$ cat src/rtl/tinker_fetch_unit.sv
// Instruction fetch unit: sequential PC generation feeding a DEPTH-entry
// in-order instruction queue, with downstream redirect and fetch hold.
module tinker_fetch_unit #(
    parameter int unsigned DEPTH    = 4,
    parameter logic [63:0] RESET_PC = 64'h2000
) (
    input  logic                       clk,
    input  logic                       reset,
    output logic [63:0]                imem_addr,
    input  logic [31:0]                imem_data,
    input  logic                       fetch_hold,
    input  logic                       redirect_valid,
    input  logic [63:0]                redirect_pc,
    output logic                       out_valid,
    input  logic                       out_ready,
    output logic [31:0]                out_instr,
    output logic [63:0]                out_pc,
    output logic [$clog2(DEPTH):0]     occupancy
);

    localparam int unsigned PW = $clog2(DEPTH);
    localparam int unsigned CW = PW + 1;

    logic [63:0]   fetch_pc;
    logic [PW-1:0] rd_ptr;
    logic [PW-1:0] wr_ptr;
    logic [CW-1:0] count;

    logic [31:0]   instr_q [DEPTH];
    logic [63:0]   pc_q    [DEPTH];

    logic          push;
    logic          pop;

    always_comb begin
        pop  = out_valid && out_ready;
        push = !redirect_valid && !fetch_hold && ((count < CW'(DEPTH)) || pop);
    end

    assign imem_addr = fetch_pc;
    assign out_valid = (count != '0);
    assign out_instr = instr_q[rd_ptr];
    assign out_pc    = pc_q[rd_ptr];
    assign occupancy = count;

    // Storage carries no reset; validity is tracked solely by count.
    always_ff @(posedge clk) begin
        if (push) begin
            instr_q[wr_ptr] <= imem_data;
            pc_q[wr_ptr]    <= fetch_pc;
        end
    end

    always_ff @(posedge clk or posedge reset) begin
        if (reset) begin
            fetch_pc <= RESET_PC;
            rd_ptr   <= '0;
            wr_ptr   <= '0;
            count    <= '0;
        end else if (redirect_valid) begin
            // Flush by collapsing the read pointer onto the write pointer.
            fetch_pc <= redirect_pc;
            rd_ptr   <= wr_ptr;
            count    <= '0;
        end else begin
            if (push) begin
                wr_ptr   <= wr_ptr + PW'(1);
                fetch_pc <= fetch_pc + 64'd4;
            end
            if (pop) begin
                rd_ptr <= rd_ptr + PW'(1);
            end
            count <= count + CW'(push) - CW'(pop);
        end
    end

endmodule
$ cat config.mk
export PLATFORM = sky130hd
export DESIGN_NAME = tinker_fetch_unit
export DESIGN_NICKNAME = d
export VERILOG_FILES = /design/src/rtl/tinker_fetch_unit.sv
export SDC_FILE = /design/constraint.sdc
export NUM_CORES = 1
export LEC_CHECK = 0
export ABC_CLOCK_PERIOD_IN_PS = 11100
export CORE_MARGIN = 4
export CORE_UTILIZATION = 55
export DETAILED_ROUTE_END_ITERATION = 10
export PLACE_DENSITY = 0.81
export RECOVER_POWER = 100
export SLEW_MARGIN = 20
export SYNTH_ARGS = -nofsm -noshare
export SYNTH_HDL_FRONTEND = slang
export SYNTH_SLANG_ARGS = --single-unit
$ cat constraint.sdc
create_clock -name clk -period 11.1 [get_ports clk]
set_clock_uncertainty 0.05 [all_clocks]
set_input_delay 2.22 -clock clk [delete_from_list [all_inputs] [get_ports clk]]
set_output_delay 2.22 -clock clk [all_outputs]
set_load 0.01 [all_outputs]
; ---- Word-level counts from Yosys, hierarchy flattened
; Memory sizes are Yosys's and may differ from the RTL's.
; Cells that the tools add are included.
; W data, S select, Z words.
[word_totals]
ff_bits = 71
ramBits = 384
input_bits = 101
output_inout_bits = 164
word_cells = 30
mem_count = 2
[mem_list]
columns = name, words, width, rd, rd_ports_with_merged_regs, wr, line
row1 = pc_q, 4, 64, 1, 0, 1, 30  ; logic [63:0] pc_q [DEPTH];
row2 = instr_q, 4, 32, 1, 0, 1, 29  ; logic [31:0] instr_q [DEPTH];
[classes]
addsub = 5
order_cmp = 1
mux = 7
n_bitwise = 1
n_reduce_logical = 10
[op_table]
columns = cell, n
row1 = $mux W64, 2
row2 = $add A64 B3 Y64 const B, 1
row3 = $add A2 B1 Y2 const B, 2
row4 = $mux W2, 2
row5 = $reduce_bool A2 Y1, 2
row6 = $add A3 B1 Y3, 1
row7 = $logic_and A1 B1 Y1, 3
row8 = $lt A3 B3 Y1 const B, 1
row9 = $mux W3, 1
row10 = $reduce_bool A3 Y1, 1
row11 = $sub A3 B1 Y3, 1
row12 = $logic_not A1 Y1, 2
row13 = $mux W1, 2
row14 = $reduce_and A2 Y1, 1
row15 = $logic_or A1 B1 Y1, 1
row16 = $not A1 Y1, 1

; ---- Logic depth before layout (Yosys ltp)
[logic_depth]
word_depth = 7
mapped_depth = 10
ltp_nobuf = 10

; ---- Least setup slack after synthesis
; Ideal clock, no wire load.
[synth_timing]
kind = input to register
startpoint = input port redirect_valid
endpoint = memory instr_q[0][0] (enable)
setup_ps = 466
arrival_ps = 5035
required_ps = 10584
slack_ps = 5550
path_stages = 3
path_buffers = 1
cell_sequence = clkbuf_1 -> nor3_2 -> and2_1
[synth_via]
elab_chain_len = 5
[synth_lines]
columns = item, line
row1 = from (decl), 12  ; input logic redirect_valid,
row2 = $logic_not A1 Y1, 37  ; push = !redirect_valid && !fetch_hold && ((count < CW'(DEPTH)) || pop);
row3 = $logic_and A1 B1 Y1 (2 in series), 37
row4 = $mux W1, 48  ; if (push) begin
row5 = $mux W1 (implied by the code), 49  ; instr_q[wr_ptr] <= imem_data;
row6 = to (decl), 29
; Every way passes these cells.

; ---- Worst setup path in the final report
[layout_timing]
startpoint = input port redirect_valid
endpoint = memory instr_q[0][21] (enable)
; Same word-level chain as after synthesis.

==> results.json <==
{
  "status": "finished, violations left",
  "violations": "capacitance limit, slew limit",
  "worstMarginPinSlew_ns": 3.98,
  "synth_ff_type": "edfxtp_1",
  "diodes": 0,
  "synthCells": 996,
  "worstSetupStartpointType": "input pin",
  "drt_pass1_iterations": 6,
  "arrival_ns": 7.54,
  "finalCriticalPeriod_ns": 7.44,
  "fmax_mhz": 134,
  "grt_pass1_vias": 10700,
  "antenna_found_initial": 0,
  "port_buffers": 264,
  "cts.sink_count": 455,
  "insertion_delay_ns": 0.54,
  "die_area_um2": 35800,
  "endpoint_kind": "register",
  "dp_hpwl_um": 26900,
  "cts_max_path_buffers": 3,
  "ant_nets": 0,
  "leakagePower_nw": 7.52,
  "root_buffer": "clkbuf_16",
  "drtIter0Drc": 1074,
  "powerDensity_nw_per_um2": 222,
  "peakVddDrop_uv": 177,
  "post_cts_resize_count": 0,
  "postCtsSetupBuffers": 0,
  "synth-seq-cells": 455,
  "fin_crit_sh_pct": 67.0,
  "core-area_um2": 32500,
  "gr-total-overflow": 0,
  "netlist_area_um2": 18100,
  "initial_core_util_pct": 55.7,
  "grt_use_total_pct": 23.6,
  "cts.clk_slew.worst_paths_ns": 0.06,
  "p_total_mw": 5.04,
  "gp_congestion": 0.851,
  "wirelength_um": 42500,
  "grt_pass1_wl_um": 64700,
  "cts_tree": "built",
  "final_max_slew_viol_count": 371,
  "ys_seq_area_share_pct": 73.6,
  "final_common_cell": "edfxtp_1",
  "max-cap-violations": 8,
  "async_flop_share_pct": 15.6,
  "final_cell_mix": "384 x edfxtp_1, 196 x dlygate4sd3_1, 96 x mux4_2",
  "avgRoutedWirePerCell_um": 24.2,
  "worstPathRequired_ns": 11.20,
  "worstSetupPathType": "in2reg",
  "die_w_um": 189,
  "io_pins": 265,
  "yosysWarnings": 0,
  "grt_start_max_net_pins": 70,
  "ctsHoldBuffers": 0,
  "layout-drive-gt1-share_pct": 14.2,
  "numCtsBuffers": 45,
  "slew_headroom_pct": -165,
  "nNetsFinal": 1386,
  "syn_nets": 1105,
  "hold_violations": 0,
  "dieHeight_um": 189,
  "synthDistinctLibCells": 55,
  "synth_edf_count": 384,
  "rsz0062_at_grt": "no",
  "finalSetupViolCount": 0,
  "rows": 66,
  "final.setup.tns_ns": 0,
  "cts_max_level": 2,
  "crit_fanout": 58,
  "synth.avg_cell_area_um2": 18.2,
  "r2r_slack_ns": 5.90,
  "drcViolationCount": 0,
  "via_per_inst": 6.04,
  "via_count": 10600,
  "syn_to_final_growth_pct": 25.4,
  "hold_path_class": "reg2reg"
}
## logic make-up (layout without fill, tap and decap cells)
| group | Yosys count | after routing | share of synthesized area, % |
|---|---|---|---|
| and+or+nand+nor | 260 | 260 | 7.71 |
| muxes | 103 | 103 | 12.4 |
| DFF | 455 | 455 | 73.6 |
| xor gates and xnor gates | 31 | 31 | 1.50 |
| AOI/OAI and AO/OA | 85 | 85 | 2.94 |
| buffers and inverters | 54 | 370 | 1.29 |
| adders and majority gates | 8 | 8 | 0.595 |
## power breakdown
part / internal (mW) / leakage, nW / switching (mW)
clock network: 0.926 / 0.743 / 0.608
registers: 2.06 / 4.32 / 0.187
logic: 0.696 / 2.46 / 0.563
## critical path, stage by stage
cell	delay, ns
clkbuf_1	0.89
nor3_1	0.95
and2_0	2.44
buf_4	0.95
## cell usage after synthesis, types with 2 or more instances
master,number,area [µm²]
nor3_1,14,70.1
buf_1,10,37.5
nand2_1,74,278
and2_1,6,37.5
xor2_1,16,140
or4_1,18,135
buf_2,2,10.0
nand4_1,25,156
clkbuf_1,25,93.8
nor2_1,32,120
o31ai_1,8,60.1
mux2i_1,3,30.0
or3_1,9,56.3
nor3b_1,2,15.0
a31oi_1,16,100
mux2_2,4,45.0
o31a_1,2,17.5
o211ai_1,8,60.1
a221o_1,2,20.0
xnor2_1,15,131
nor4_1,6,37.5
or3_2,2,15.0
mux4_2,96,2160
and3_1,4,25.0
ha_1,7,87.6
or2_2,2,12.5
a22oi_1,7,52.6
edfxtp_1,384,11500
o21ai_0,38,190
inv_1,13,48.8
o311ai_0,2,17.5
nor2b_1,10,62.6
dfrtp_1,70,1750
and4_1,6,52.6
nand3_1,38,190
## layout make-up
class / count / area, µm²
clock buffers: 58 / 1280
clock inverters: 24 / 241
fillers: 2047 / 9780
inverters: 13 / 50.0
multi-input cells: 487 / 4530
flip-flops and latches: 455 / 13300
well taps: 442 / 553
repair buffers: 275 / 2710
## final timing paths
kind,depth (start not counted),startpoint,end
worst min register to register,0,imem_addr[1]$_DFFE_PP0P_,pc_q[2][1]$_DFFE_PP_
worst min-delay path,0,imem_addr[1]$_DFFE_PP0P_,pc_q[2][1]$_DFFE_PP_
min in group asynchronous,2,reset,imem_addr[5]$_DFFE_PP0N_
worst max register to register,4,occupancy[2]$_DFF_PP0_,instr_q[0][21]$_DFFE_PP_
max in group asynchronous,3,reset,rd_ptr[1]$_DFFE_PP0P_
worst max-delay path,4,redirect_valid,instr_q[0][21]$_DFFE_PP_
## sequential cells by signal, summed over array words and instances (netlist names)
| name | flops |
|---|---|
| pc_q | 256 |
| instr_q | 128 |
| imem_addr | 64 |
| occupancy | 3 |
| rd_ptr | 2 |
| wr_ptr | 2 |
## per-layer routing
layer / GRT usage [%] / wire length [µm] / vias to the layer above
met5: 0 / 0 / -
li1: - / - / 4597
met3: 4.15 / 3700 / 89
met1: 34.5 / 17100 / 5330
met2: 37.1 / 20400 / 575
met4: 7.40 / 1290 / 0
## stage by stage
| step | util [%] | instances | worst slack, ns | hold slack [ns] | area (µm²) |
|---|---|---|---|---|---|
| after floorplan | - | 996 | 5.55 | 0.453 | 18100 |
| after global placement | 65.3 | 1672 | 5.63 | 0.458 | 21200 |
| after detailed placement | 65.3 | 1672 | 5.55 | 0.484 | 21200 |
| after CTS | 70.0 | 1754 | 4.94 | 0.494 | 22700 |
| after global routing | 69.9 | 1754 | 3.29 | 0.526 | 22700 |
| final | 69.9 | 1754 | 3.66 | 0.495 | 22700 |
Note: power is estimated with default switching activity, not from simulation.
